===== src/rtl/vram_arbiter_pkg.sv =====
// Shared types and widths for the VRAM arbiter: selection modes, VRAM bus widths
// and the per-read return tag carried down the read pipeline.
package vram_arbiter_pkg;

  localparam int VRAM_ADDR_WIDTH = 16;
  localparam int VRAM_DATA_WIDTH = 16;
  localparam int VRAM_BE_WIDTH   = 2;
  localparam int MAX_PORTS       = 8;
  // Wide enough to name any port up to MAX_PORTS, and to express out-of-range indices.
  localparam int EXCL_PORT_WIDTH = 3;

  typedef enum logic {
    ARB_FIXED = 1'b0,
    ARB_RR    = 1'b1
  } arb_mode_e;

  typedef struct packed {
    logic                       vld;
    logic [EXCL_PORT_WIDTH-1:0] port;
  } rd_tag_t;

endpackage


===== src/rtl/vram_arbiter_rr_priority_picker.sv =====
// Combinational winner selection: eligible vector + last-grant pointer + mode
// -> one-hot grant, encoded index and an any-grant flag.
module rr_priority_picker
  import vram_arbiter_pkg::*;
#(
  parameter int NUM_PORTS = 3
) (
  input  logic [NUM_PORTS-1:0]       eligible_i,
  input  logic [EXCL_PORT_WIDTH-1:0] ptr_i,
  input  arb_mode_e                  mode_i,
  output logic [NUM_PORTS-1:0]       gnt_o,
  output logic [EXCL_PORT_WIDTH-1:0] idx_o,
  output logic                       any_o
);

  always_comb begin
    int cand;
    gnt_o = '0;
    idx_o = '0;
    any_o = 1'b0;
    cand  = 0;
    // Round-robin scans from the port after the pointer, wrapping back to the pointer last.
    for (int k = 0; k < NUM_PORTS; k++) begin
      if (mode_i == ARB_RR) begin
        cand = int'(ptr_i) + 1 + k;
        if (cand >= NUM_PORTS) cand = cand - NUM_PORTS;
      end else begin
        cand = k;
      end
      if (!any_o && eligible_i[cand]) begin
        any_o       = 1'b1;
        gnt_o[cand] = 1'b1;
        idx_o       = EXCL_PORT_WIDTH'(cand);
      end
    end
  end

endmodule


===== src/rtl/vram_arbiter.sv =====
// N-port VRAM arbiter: one grant per cycle, registered VRAM command one cycle later,
// read data returned in order to the issuing port READ_LATENCY+2 cycles after grant.
module vram_arbiter
  import vram_arbiter_pkg::*;
#(
  parameter int NUM_PORTS    = 3,
  parameter int ADDR_WIDTH   = VRAM_ADDR_WIDTH,
  parameter int DATA_WIDTH   = VRAM_DATA_WIDTH,
  parameter int READ_LATENCY = 1
) (
  input  logic                            clk_i,
  input  logic                            reset_i,
  input  logic                            rr_mode_i,
  input  logic                            excl_en_i,
  input  logic [EXCL_PORT_WIDTH-1:0]      excl_port_i,
  input  logic [NUM_PORTS-1:0]            req_i,
  input  logic [NUM_PORTS-1:0]            req_wr_i,
  input  logic [2*NUM_PORTS-1:0]          req_be_i,
  input  logic [NUM_PORTS*ADDR_WIDTH-1:0] req_addr_i,
  input  logic [NUM_PORTS*DATA_WIDTH-1:0] req_wdata_i,
  output logic [NUM_PORTS-1:0]            gnt_o,
  output logic [NUM_PORTS-1:0]            rvalid_o,
  output logic [DATA_WIDTH-1:0]           rdata_o,
  output logic                            vram_en_o,
  output logic                            vram_rd_o,
  output logic                            vram_wr_o,
  output logic [VRAM_BE_WIDTH-1:0]        vram_be_o,
  output logic [ADDR_WIDTH-1:0]           vram_addr_o,
  output logic [DATA_WIDTH-1:0]           vram_data_out_o,
  input  logic [DATA_WIDTH-1:0]           vram_data_in_i
);

  logic [NUM_PORTS-1:0]       excl_mask;
  logic [NUM_PORTS-1:0]       eligible;
  logic [NUM_PORTS-1:0]       gnt_raw;
  logic [EXCL_PORT_WIDTH-1:0] gnt_idx;
  logic                       gnt_any;

  logic                       sel_wr;
  logic [VRAM_BE_WIDTH-1:0]   sel_be;
  logic [ADDR_WIDTH-1:0]      sel_addr;
  logic [DATA_WIDTH-1:0]      sel_wdata;

  logic [EXCL_PORT_WIDTH-1:0] ptr_q, ptr_d;
  logic                       en_q, en_d, rd_q, rd_d, wr_q, wr_d;
  logic [VRAM_BE_WIDTH-1:0]   be_q, be_d;
  logic [ADDR_WIDTH-1:0]      addr_q, addr_d;
  logic [DATA_WIDTH-1:0]      dout_q, dout_d;
  rd_tag_t [READ_LATENCY:0]   tag_q, tag_d;
  logic [NUM_PORTS-1:0]       rvalid_q, rvalid_d;
  logic [DATA_WIDTH-1:0]      rdata_q, rdata_d;

  // An out-of-range exclusive index matches no port, so nothing becomes eligible.
  always_comb begin
    excl_mask = '1;
    if (excl_en_i) begin
      for (int p = 0; p < NUM_PORTS; p++) begin
        excl_mask[p] = (excl_port_i == EXCL_PORT_WIDTH'(p));
      end
    end
  end

  assign eligible = req_i & excl_mask & {NUM_PORTS{~reset_i}};

  rr_priority_picker #(
    .NUM_PORTS(NUM_PORTS)
  ) u_picker (
    .eligible_i(eligible),
    .ptr_i     (ptr_q),
    .mode_i    (arb_mode_e'(rr_mode_i)),
    .gnt_o     (gnt_raw),
    .idx_o     (gnt_idx),
    .any_o     (gnt_any)
  );

  assign gnt_o = gnt_raw;

  always_comb begin
    sel_wr    = 1'b0;
    sel_be    = '0;
    sel_addr  = '0;
    sel_wdata = '0;
    for (int p = 0; p < NUM_PORTS; p++) begin
      if (gnt_raw[p]) begin
        sel_wr    = req_wr_i[p];
        sel_be    = req_be_i[p*VRAM_BE_WIDTH +: VRAM_BE_WIDTH];
        sel_addr  = req_addr_i[p*ADDR_WIDTH +: ADDR_WIDTH];
        sel_wdata = req_wdata_i[p*DATA_WIDTH +: DATA_WIDTH];
      end
    end
  end

  always_comb begin
    ptr_d  = gnt_any ? gnt_idx : ptr_q;
    en_d   = gnt_any;
    rd_d   = gnt_any & ~sel_wr;
    wr_d   = gnt_any & sel_wr;
    be_d   = sel_be;
    addr_d = gnt_any ? sel_addr : addr_q;
    dout_d = (gnt_any && sel_wr) ? sel_wdata : '0;

    tag_d[0] = '{vld: rd_d, port: gnt_idx};
    for (int k = 1; k <= READ_LATENCY; k++) begin
      tag_d[k] = tag_q[k-1];
    end

    // The last tag stage lines up with vram_data_in for that read.
    rvalid_d = '0;
    for (int p = 0; p < NUM_PORTS; p++) begin
      rvalid_d[p] = tag_q[READ_LATENCY].vld &&
                    (tag_q[READ_LATENCY].port == EXCL_PORT_WIDTH'(p));
    end
    rdata_d = tag_q[READ_LATENCY].vld ? vram_data_in_i : rdata_q;
  end

  always_ff @(posedge clk_i) begin
    if (reset_i) begin
      ptr_q    <= EXCL_PORT_WIDTH'(NUM_PORTS - 1);
      en_q     <= 1'b0;
      rd_q     <= 1'b0;
      wr_q     <= 1'b0;
      be_q     <= '0;
      addr_q   <= '0;
      dout_q   <= '0;
      tag_q    <= '0;
      rvalid_q <= '0;
      rdata_q  <= '0;
    end else begin
      ptr_q    <= ptr_d;
      en_q     <= en_d;
      rd_q     <= rd_d;
      wr_q     <= wr_d;
      be_q     <= be_d;
      addr_q   <= addr_d;
      dout_q   <= dout_d;
      tag_q    <= tag_d;
      rvalid_q <= rvalid_d;
      rdata_q  <= rdata_d;
    end
  end

  assign vram_en_o       = en_q;
  assign vram_rd_o       = rd_q;
  assign vram_wr_o       = wr_q;
  assign vram_be_o       = be_q;
  assign vram_addr_o     = addr_q;
  assign vram_data_out_o = dout_q;
  assign rvalid_o        = rvalid_q;
  assign rdata_o         = rdata_q;

endmodule


===== config.mk =====
export PLATFORM = sky130hd
export DESIGN_NAME = vram_arbiter
export DESIGN_NICKNAME = d
export VERILOG_FILES = /design/src/rtl/vram_arbiter_pkg.sv /design/src/rtl/vram_arbiter_rr_priority_picker.sv /design/src/rtl/vram_arbiter.sv
export SDC_FILE = /design/constraint.sdc
export NUM_CORES = 1
export LEC_CHECK = 0
export BUFFER_PORTS_ARGS = -buffer_cell sky130_fd_sc_hd__buf_4
export CAP_MARGIN = 20
export CORE_MARGIN = 2
export CORE_UTILIZATION = 46
export DETAILED_ROUTE_END_ITERATION = 12
export PLACE_DENSITY = 0.81
export SYNTH_ARGS = -nofsm -noshare
export SYNTH_HDL_FRONTEND = slang
export SYNTH_SLANG_ARGS = --single-unit

===== constraint.sdc =====
create_clock -name clk_i -period 5 [get_ports clk_i]
set_input_delay 0.5 -clock clk_i [delete_from_list [all_inputs] [get_ports clk_i]]
set_output_delay 0.5 -clock clk_i [all_outputs]
set_load 0.05 [all_outputs]

# ---- Word level (Yosys, flattened, before mapping)
# Index checks and enable logic that the tools add are counted.
# W data, S select, Z words.
dict set report op_classes {
  n_addsub 6
  magnitude_cmp 9
  n_eq_ne 4
  n_mux 43
  n_bitwise 9
  reduce_logical 14
}
# cell count
set op_table {}
lappend op_table {{$mux W32} 6}
lappend op_table {{$ge A32 B1 Y1 const B} 3}
lappend op_table {{$ge A32 B3 Y1 const B} 3}
lappend op_table {{$lt A32 B4 Y1 const B} 3}
lappend op_table {{$mux W16} 6}
lappend op_table {{$sub A32 B3 Y32 const B} 3}
lappend op_table {{$add A32 B2 Y32 const B} 1}
lappend op_table {{$add A32 B3 Y32 const B} 1}
lappend op_table {{$mux W3} 7}
lappend op_table {{$mux W1} 15}
lappend op_table {{$logic_and A1 B1 Y1} 9}
lappend op_table {{$and A3 B3 Y3} 2}
lappend op_table {{$bmux W1 S2} 3}
lappend op_table {{$demux W1 S2} 3}
lappend op_table {{$eq A3 B1 Y1 const B} 2}
lappend op_table {{$eq A3 B2 Y1 const B} 2}
lappend op_table {{$logic_not A3 Y1} 2}
lappend op_table {{$mux W2} 3}
lappend op_table {{$or A3 B3 Y3} 2}
lappend op_table {{$add A3 B1 Y4 const B} 1}
lappend op_table {{$not A1 Y1} 3}
lappend op_table {{$and A1 B1 Y1} 2}
lappend op_table {{$logic_not A1 Y1} 2}
lappend op_table {{$reduce_or A2 Y1} 1}
dict set report word_totals {
  ff_bits 66
  inputBits 131
  out_inout_bits 59
  elab_cells 97
}

# ---- Logic depth before layout (Yosys ltp)
# Gate-level depths: netlist (run 1).
dict set report logic_depth {
  word_depth 20
  ltp_mapped 23
  depth_no_buf 19
}

# ---- Hierarchy
# A second synthesis (run 1) with hierarchy kept.
dict set report hier_totals {
  cells_unflattened 450
  hier_area_um2 3951.3
}
# module n_inst cells_per_inst area_each_um2 seq_area_each_um2
set by_module_without_submodules {}
lappend by_module_without_submodules {vram_arbiter 1 284 2821.5 1321.3}
lappend by_module_without_submodules {rr_priority_picker 1 166 1129.8 0.0}

# ---- Least setup slack after synthesis (run 1)
# OpenSTA, ideal clock, no wires.
dict set report synth_timing {
  kind {register to output}
  startpoint {reg ptr_q[0]}
  endpoint {out gnt_o[2]}
  arrival_ps 4180
  required_time_ps 4500
  path_slack_ps 320
  path_stages_with_launch 21
  n_path_buf 4
  path_cell_list {dfxtp_1 > buf_4 > inv_1 > ha_1 > ha_1 > inv_1 > xnor2_2 > nor3_1 > ha_1 > clkbuf_1 > a221oi_1 > nor3_1 > a21oi_1 > o31ai_1 > ha_1 > inv_1 > nor3_1 > a41o_1 > a31o_1 > buf_2 > clkbuf_1}
}
dict set report synth_between {
  elab_chain_cells 14
  word_cells_on_any_way 50
  classes_between {add/sub (6); order compare (9); mux (26); bitwise (2); reduce/logical (7)}
}
# element line
set synth_rtl {}
lappend synth_rtl {{start: declaration} vram_arbiter.sv:44} ;# logic [EXCL_PORT_WIDTH-1:0] ptr_q, ptr_d;
lappend synth_rtl {{start signal: assignment} vram_arbiter.sv:118} ;# ptr_q <= EXCL_PORT_WIDTH'(NUM_PORTS - 1);
lappend synth_rtl {{start signal: assignment} vram_arbiter.sv:129} ;# ptr_q <= ptr_d;
lappend synth_rtl {{$add A3 B1 Y4 *} vram_arbiter_rr_priority_picker.sv:25} ;# cand = int'(ptr_i) + 1 + k;
lappend synth_rtl {{parallel branches: the longest is 12 deep, another holds $add A32 B2 Y32} -}
lappend synth_rtl {{$mux W3 *} vram_arbiter_rr_priority_picker.sv:30} ;# if (!any_o && eligible_i[cand]) begin
lappend synth_rtl {{end: declaration} vram_arbiter.sv:21} ;# output logic [NUM_PORTS-1:0] gnt_o,
# Every way passes the cells marked *. The select of a mux whose other input is x is not followed.

# ---- Final worst setup path (run 1)
dict set report layout_timing {
  startpoint {reg ptr_q[0]}
  endpoint {out gnt_o[0]}
}
# The elaborated chain is that of the path after synthesis.

==> impl_metrics.toml, run 1 <==
[outcome]
status = "completed"

[drt]
drc = 0
drt-met1-wl_mm = 5.05
drt_iter0_drc = 340
vias = 4144
avgRoutedWirePerCell_microns = 18.3
routed_wl_mm = 13.0
route.met2.wl_mm = 6.55
routed.top_layer = "met4"
routed-wl-met3_mm = 1.06
dr.pass1.iters = 5
ant_nets = 0
vias_per_cell = 5.85

[power_and_ir_drop]
p_clk_frac = 0.158
p_comb_frac = 0.610
p_leak_nw = 2.51
ir_worst_vdd_uv = 301
seq_power_share = 0.232
p_sw_frac = 0.462
pwr_density_cell_nw_per_um2 = 562
switching_power_w = 0.00144
p_int_w = 0.00167

[grt]
grt_max_degree = 30
antenna_found_initial = 0
grt_pass1_wl_mm = 18.7
grt_pass1_vias = 3739
grt_overflow = 0
grt_use_total = 0.271

[critical_path]
worstPathArrival_ps = 4270
cp.required_ps = 4500
r2r-start = "ptr_q[0]$_SDFFE_PP0P_"
startpoint = "ptr_q[0]$_SDFFE_PP0P_"
worst_setup_path_end_kind = "output port"
cp_max_fo = 25
cp-start-kind = "flop"
worst-setup-path-type = "flop to output port"

[cells_and_area]
diodes = 0
layout.nets = 744
fillers = 609
synthToLayoutAreaGrowth_pct = 47.4
drive_above_1_share = 0.411

[place]
dp_slack_ps = 271
dp_hpwl_mm = 9.96
portBuffers = 189
gp_congestion = 0.878

[synthesis]
netlist.area_leader.share = 0.352
netlist_area_sq_um = 3760
yosysUniqueCellTypes = 70
async_flop_share = 0
yosysSeqAreaShare = 0.352
ys_warn_count = 0
synth_seq_cells = 66
synthCells = 415
ys.flop_type = "dfxtp_1"
synth_area_leader_cell = "dfxtp_1"
avgSynthCellArea_sq_um = 9.05
synth.area.top_cells = "dfxtp_1 (35%), a22oi_1 (6.8%), mux2i_1 (4.8%)"
synth_edf_count = 0
syn_nets = 558

[sta]
rsz0062_at_grt = "no"
drv_slew = 0
finalCritPeriodShare = 0.954
finClkSkew_ps = 11.5
timing.setup.tns_ps = 0
fin_crit_ps = 4770
worst_pin_slew_ps = 917
final.setup.worst_slack_ps = 231
slew_headroom = 0.388
finalSetupViolCount = 0
finalHoldViolCount = 0
fmaxAchievable_mhz = 210

[floorplan]
chipWidth_microns = 94.4
dieArea_sq_um = 8900
die_y_microns = 94.4
ios = 190
coreArea_sq_um = 7810
start_util = 0.481
rows = 32

[clocking]
cts_buffer_depth = 2
cts_sinks = 66
insertion_delay_ps = 340
htreeDepth = 3
cts-root-buf = "clkbuf_8"
numCtsBuffers = 9
cts_tree = "built"
clkSlewWorstSetupHoldPaths_ps = 80

[job]
drv_cap = 0

[min_path]
hold_path.class = "primary input to flop"
min_from = "req_be_i[5]"
## cells by family (layout without fill, tap and decap cells)
group           count (synthesis)  count (layout)  synth area share
xor+xnor                        8               8            0.0286
fa+ha+maj                      12              12            0.0400
mux                            20              20            0.0540
compound gates                145             145             0.306
simple gates                  115             115             0.159
flops                          66              66             0.352
buf+inv                        49             240            0.0606
## cells in the mapped netlist, types with 11 or more instances
cell type  number
buf_2          11
a22o_1         15
inv_1          15
a221o_1        16
clkbuf_1       16
ha_1           12
dfxtp_1        66
mux2i_1        18
o21ai_0        23
nand2_1        23
nor2_1         35
a22oi_1        34
## power by group through the flow
stage               Sequential, W  Clock (W)  Combinational [W]
floorplan                 0.00100          0            0.00104
global placement         0.000721          0            0.00180
detailed placement       0.000727          0            0.00184
CTS                      0.000717   0.000499            0.00184
global route             0.000732   0.000522            0.00203
finish                   0.000720   0.000492            0.00190
## worst max-delay path, cell delays in order, from the launching register on
cell and delay [ps]:
dfxtp_4 440, clkinvlp_4 170, ha_1 270, xor2_2 210, and2_1 150, o211a_1 250
ha_1 250, o41a_1 190, nand2_1 160, nand2_1 70, mux2_2 270, nor4b_2 280
o21a_1 170, ha_1 170, o21a_1 150, a31oi_1 150, o41ai_4 120, buf_12 220
buf_4 210
## metrics by stage
| stage | power (W) | cells | util | hold WS, ps | cell area, sq um |
|---|---|---|---|---|---|
| after floorplan | 0.00205 | 415 | - | 412 | 3760 |
| after global placement | 0.00252 | 689 | 0.675 | 415 | 5270 |
| after detailed placement | 0.00256 | 689 | 0.675 | 429 | 5270 |
| after CTS | 0.00306 | 705 | 0.703 | 367 | 5490 |
| after global routing | 0.00328 | 708 | 0.709 | 370 | 5540 |
| final | 0.00311 | 708 | 0.709 | 374 | 5540 |
## layer usage
metal,vias to the layer above,GRT usage
met2,224,0.467
li1,1941,-
met3,30,0.0591
met5,-,0
met1,1949,0.329
met4,0,0.107
## flip-flops by register name, indices dropped and copies added, names as in the netlist
signal / count
rvalid_o: 3
tag_d: 4
vram_data_out_o: 16
rdata_o: 16
vram_wr_o: 1
tag_q: 4
vram_addr_o: 16
ptr_q: 3
vram_en_o: 1
vram_be_o: 2
## timing repair
item / in CTS / in global routing
hold buffers: 0 / 0
setup endpoints to repair: 2 / 3
cloned: 0 / 0
setup buffers: 0 / 3
gates resized for setup: 1 / 8
## layout make-up
class	count	area, sq um	share of cell area
inverters	16	63.8	0.0115
repair buffers	208	1570	0.284
clock inverters	5	78.8	0.0142
well taps	102	128	0.0230
clock buffers	11	131	0.0237
multi-input cells	300	2240	0.404
flip-flops and latches	66	1330	0.239
## worst paths after layout
kind | endpoint | slack, ps | cells after the start
min | vram_be_o[1]$_SDFF_PP0_ | 370 | 3
max reg2reg | vram_data_out_o[2]$_SDFF_PP0_ | 570 | 19
max | gnt_o[0] | 230 | 18
min reg2reg | tag_q[5]$_SDFF_PP0_ | 440 | 1
## placed cells by master (no fill, tap or decap), types with 9 or more instances in the layout
cell type	instances
a22o_1	15
dfxtp_1	64
nor2b_1	9
inv_1	14
o21ai_0	23
nand2_1	23
a221o_1	16
ha_1	10
nor2_1	35
a22oi_1	34
nand3_1	9
buf_4	207
clkbuf_8	9
mux2i_1	18
Note: power is estimated with default switching activity, not from simulation.
==> run 2: changes to the inputs <==
--- a/config.mk
+++ b/config.mk
@@ -11,6 +11,7 @@
 export CORE_UTILIZATION = 46
 export DETAILED_ROUTE_END_ITERATION = 12
 export PLACE_DENSITY = 0.81
+export REMOVE_ABC_BUFFERS = 1
 export SYNTH_ARGS = -nofsm -noshare
 export SYNTH_HDL_FRONTEND = slang
 export SYNTH_SLANG_ARGS = --single-unit
==> constraint.sdc (replaced) <==
create_clock -name clk_i -period 4.9 [get_ports clk_i]
set_input_delay 0.49 -clock clk_i [delete_from_list [all_inputs] [get_ports clk_i]]
set_output_delay 0.49 -clock clk_i [all_outputs]
set_load 0.05 [all_outputs]
==> impl_metrics.toml, run 2 (synthesized netlist as in run 1, its figures left out) <==
[sta]
whs_ps = 352
worst_pin_slew_ps = 939
finalCritPeriodShare = 0.952
fmaxAchievable_mhz = 214
fin_crit_ps = 4670
timing.setup.tns_ps = 0
finalHoldViolCount = 0
drv_slew = 0
finalSetupViolCount = 0
slew_headroom = 0.373
finClkSkew_ps = 8.58

[clocking]
clkSlewWorstSetupHoldPaths_ps = 80
cts_buffer_depth = 2
cts-root-buf = "clkbuf_8"
htreeDepth = 3
cts_tree = "built"
insertion_delay_ps = 340
numCtsBuffers = 9
cts_sinks = 66

[critical_path]
cp.required_ps = 4410
worstPathArrival_ps = 4180
cp_max_fo = 8
startpoint = "ptr_q[0]$_SDFFE_PP0P_"
critPathMostFrequentCell = "inv_1"
worstRegToRegCells = 21
cp_num_buf_inv = 4
cp-start-kind = "flop"
r2r-start = "ptr_q[0]$_SDFFE_PP0P_"
crit_path_end = "gnt_o[2]"
cp_top_family = "adder cells"
worst_setup_path_end_kind = "output port"
critical_path_depth = 17
rr_endpoint = "vram_data_out_o[5]$_SDFF_PP0_"
reg2reg_slack_ps = 380
worst-setup-path-type = "flop to output port"
cpPeakStageDelay_ps = 380
cp_slowest_cell = "dfxtp_1"
cp_cell_sequence = "ha_1, xor2_2, inv_1, ha_1, inv_1, nor3_2, ha_2, a221oi_1, nor3_1, a21oi_1, o31ai_1, ha_2, inv_1, nor3_1, a41o_1, a31o_2, buf_4"

[grt]
grt_use_total = 0.292
antenna_found_initial = 0
grt_overflow = 0
grt_pass1_wl_mm = 20.3
grt_max_degree = 30
grt_pass1_vias = 3865

[cells_and_area]
fillers = 599
layout.nets = 750
final_cell_mix = "buf_4 (214), dfxtp_1 (66), nor2_1 (35)"
fin_cells = 714
fin_util = 0.714
diodes = 0
drive_above_1_share = 0.417
mostFrequentLayoutCell = "buf_4"
synthToLayoutAreaGrowth_pct = 48.4

[floorplan]
start_util = 0.481
coreArea_sq_um = 7810
chipWidth_microns = 94.4
dieArea_sq_um = 8900
die_y_microns = 94.4
ios = 190
rows = 32

[drt]
drt_iter0_drc = 261
dr.pass1.iters = 5
drc = 0
vias = 4174
avgRoutedWirePerCell_microns = 19.1
routed_wl_mm = 13.7
vias_per_cell = 5.85
ant_nets = 0

[place]
portBuffers = 189
gp_congestion = 0.973
dp_hpwl_mm = 10.3
dp_cells = 693

[outcome]
status = "completed"

[job]
drv_cap = 0

[min_path]
hold_path.class = "primary input to flop"

[power_and_ir_drop]
pwr_density_cell_nw_per_um2 = 581
ir_worst_vdd_uv = 305
p_leak_nw = 2.54
run 2: changes by cell type in the layout (fill, tap and decap cells not counted), sizes merged:
cell,change
clkinv,+1
buf,+6
clkbuf,-2
clkinvlp,-1
inv,+2
run 2: area by class of cell:
cell class / instances / area (sq um) / share of cell area
Clock buffer: 9 / 124 / 0.0222
Inverter: 16 / 60.1 / 0.0108
Sequential cell: 66 / 1320 / 0.237
Multi-Input combinational cell: 300 / 2230 / 0.400
Clock inverter: 7 / 103 / 0.0184
Tap cell: 102 / 128 / 0.0229
Timing Repair Buffer: 214 / 1610 / 0.288
run 2: report_power, final:
part / total [W] / internal, W / switching [W]
combinational: 0.00200 / 0.000794 / 0.00120
clock: 0.000520 / 0.000292 / 0.000229
sequential: 0.000722 / 0.000654 / 0.0000676
run 2: worst min-delay path by stage:
stage	startpoint	endpoint	slack, ps	depth (start not counted)
4_1_cts	req_be_i[5]	vram_be_o[1]$_SDFF_PP0_	350	3
3_5_place_dp	tag_q[5]$_SDFF_PP0_	rvalid_o[1]$_SDFF_PP0_	430	1
2_1_floorplan	tag_q[5]$_SDFF_PP0_	rvalid_o[1]$_SDFF_PP0_	410	1
6_report	req_be_i[5]	vram_be_o[1]$_SDFF_PP0_	350	3
3_3_place_gp	tag_d[6]$_SDFF_PP0_	tag_q[6]$_SDFF_PP0_	420	1
5_1_grt	req_be_i[5]	vram_be_o[1]$_SDFF_PP0_	350	3
run 2: per-stage QoR:
step                power, W  worst slack, ps  area, sq um
floorplan            0.00203             -892         3590
global placement     0.00259              401         5290
detailed placement   0.00263              157         5290
CTS                  0.00316             97.4         5530
global route         0.00343             -101         5570
finish               0.00324              235         5570
run 2: metal layers:
layer	vias up	share of wire	global-route usage	wire length [microns]
met2	227	0.49	0.473	6710
li1	1956	-	-	-
met3	34	0.083	0.0750	1140
met5	-	0	0	0
met1	1957	0.40	0.386	5490
met4	0	0.023	0.0809	319
run 2: what timing repair did:
item	in CTS	in global routing
gates resized for setup	0	6
endpoints found under the hold margin	0	0
gates cloned	0	0
setup endpoints to repair	1	1
pin swaps	1	2
hold buffers	0	0
buffers inserted	2	3
run 2: tightest hold or removal path, cell delays in order:
cell     delay (ps)
buf_4            80
a22oi_1          50
nand2_1          60
==> run 3: changes to the inputs <==
--- a/config.mk
+++ b/config.mk
@@ -8,9 +8,9 @@
 export BUFFER_PORTS_ARGS = -buffer_cell sky130_fd_sc_hd__buf_4
 export CAP_MARGIN = 20
 export CORE_MARGIN = 2
-export CORE_UTILIZATION = 46
+export CORE_UTILIZATION = 50
 export DETAILED_ROUTE_END_ITERATION = 12
-export PLACE_DENSITY = 0.81
+export PLACE_DENSITY = 0.87
 export REMOVE_ABC_BUFFERS = 1
 export SYNTH_ARGS = -nofsm -noshare
 export SYNTH_HDL_FRONTEND = slang
==> constraint.sdc (replaced) <==
create_clock -name clk_i -period 5.93 [get_ports clk_i]
set_input_delay 0.593 -clock clk_i [delete_from_list [all_inputs] [get_ports clk_i]]
set_output_delay 0.593 -clock clk_i [all_outputs]
set_load 0.05 [all_outputs]
==> impl_metrics.toml, run 3 (synthesized netlist as in run 1, its figures left out) <==
[cells_and_area]
fin_cells = 695
mostFrequentLayoutCell = "buf_4"
finalInstanceArea_sq_um = 5380
fillers = 527
diodes = 0
synthToLayoutAreaGrowth_pct = 43.3
drive_above_1_share = 0.388
layout.nets = 735
final_cell_mix = "buf_4 (199), dfxtp_1 (66), nor2_1 (35)"

[power_and_ir_drop]
ir_worst_vdd_uv = 254
p_leak_nw = 2.44
pwr_density_cell_nw_per_um2 = 461

[floorplan]
die_y_microns = 90.7
dieArea_sq_um = 8220
start_util = 0.518
rows = 31
ios = 190
chipWidth_microns = 90.7
coreArea_sq_um = 7250

[job]
drv_cap = 0

[drt]
drt_iter0_drc = 264
dr.pass1.iters = 7
routed_wl_mm = 12.8
drc = 0
vias_per_cell = 5.87
avgRoutedWirePerCell_microns = 18.5
ant_nets = 0
vias = 4077

[critical_path]
worstPathArrival_ps = 5390
cp_max_fo = 36
cp-start-kind = "flop"
reg2reg_slack_ps = 710
worstRegToRegCells = 19
worst_setup_path_end_kind = "flop"
worst-setup-path-type = "flop to flop"
r2r-start = "ptr_q[0]$_SDFFE_PP0P_"
cp.required_ps = 6110
rr_endpoint = "vram_data_out_o[7]$_SDFF_PP0_"

[clocking]
insertion_delay_ps = 340
cts_buffer_depth = 2
cts_sinks = 66
ctsResizeCount = 0
cts-root-buf = "clkbuf_8"
cts_tree = "built"
post_cts_buffers = 0
clkSlewWorstSetupHoldPaths_ps = 70
hold_buffers = 0
numCtsBuffers = 9
htreeDepth = 3

[sta]
drv_slew = 0
finalCritPeriodShare = 0.880
finalHoldViolCount = 0
rsz0062_at_grt = "no"
finClkSkew_ps = 7.75
finalSetupViolCount = 0
timing.setup.tns_ps = 0
fmaxAchievable_mhz = 192
fin_crit_ps = 5220
worst_pin_slew_ps = 957
slew_headroom = 0.361

[grt]
grt_pass1_vias = 3909
grt_overflow = 0
grt_max_degree = 37
grt_pass1_wl_mm = 20.1
grt_use_total = 0.304
antenna_found_initial = 0

[place]
portBuffers = 189
dp_hpwl_mm = 9.80
dp_cells = 680
gp_congestion = 1.06
dpl_cell_area_sq_um = 5210

[min_path]
hold_path.class = "flop to flop"
min_to = "rvalid_o[2]$_SDFF_PP0_"
min_from = "tag_q[4]$_SDFF_PP0_"
hold_path_depth = 1

[outcome]
status = "completed"
-- run 3: changes by cell type in the layout (fill, tap and decap cells not counted), moves of 2 or more --
cell       previous run  this run
clkbuf_1              0         2
buf_4               214       199
clkbuf_8              9        11
ha_1                  9        12
bufinv_16             2         0
clkinv_4              3         0
ha_2                  3         0
-- run 3: report_power, final --
part	total (W)	internal [W]	switching, W
clock network	0.000338	0.000172	0.000166
registers	0.000611	0.000541	0.0000704
logic	0.00153	0.000593	0.000939
total	0.00248	0.00131	0.00118
-- run 3: routing by layer --
| layer | vias to the layer above | global-route usage | part of all wire |
|---|---|---|---|
| met5 | - | 0 | 0 |
| met4 | 0 | 0.115 | 0.031 |
| met3 | 38 | 0.0743 | 0.077 |
| met2 | 187 | 0.512 | 0.49 |
| met1 | 1933 | 0.373 | 0.40 |
| li1 | 1919 | - | - |
-- run 3: metrics by stage --
stage          hold WS [ps]  power, W  setup WS [ps]  utilization
6_report                442   0.00248            712        0.742
5_1_grt                 453   0.00263            330        0.742
4_1_cts                 443   0.00247            791        0.742
3_5_place_dp            433   0.00213            807        0.719
3_3_place_gp            421   0.00209           1080        0.719
2_1_floorplan           412   0.00168            138            -
-- run 3: cell type report --
type,instances,area [sq um],area share
inverter,16,60.1,0.0112
timing repair buffer,199,1490,0.277
clock buffer,13,159,0.0295
clock inverter,2,12.5,0.00232
sequential,66,1320,0.245
multi-input combinational,300,2210,0.411
tap,99,124,0.0230
-- run 3: worst max-delay path: stages, from the launching register on --
cell      delay, ps
dfxtp_1         560
inv_1           110
ha_1            550
ha_1            350
inv_1           120
xnor2_2         230
nor3_1          100
ha_1            280
a221oi_1        410
nor3_1           90
a21oi_1         140
o31ai_1          90
ha_1            250
inv_1           130
nor3_1           70
a41o_1          220
a31o_1          230
buf_4           250
a22oi_2         660
a22oi_1         210
-- run 3: how the worst max path moves through the flow --
| stage | from | end | cells past startpoint |
|---|---|---|---|
| floorplan | ptr_q[0]$_SDFFE_PP0P_ | tag_d[7]$_SDFF_PP0_ | 16 |
| global placement | ptr_q[0]$_SDFFE_PP0P_ | vram_data_out_o[0]$_SDFF_PP0_ | 19 |
| detailed placement | ptr_q[0]$_SDFFE_PP0P_ | vram_data_out_o[5]$_SDFF_PP0_ | 19 |
| CTS | ptr_q[0]$_SDFFE_PP0P_ | vram_data_out_o[7]$_SDFF_PP0_ | 19 |
| global route | ptr_q[0]$_SDFFE_PP0P_ | vram_data_out_o[15]$_SDFF_PP0_ | 19 |
| finish | ptr_q[0]$_SDFFE_PP0P_ | vram_data_out_o[7]$_SDFF_PP0_ | 19 |
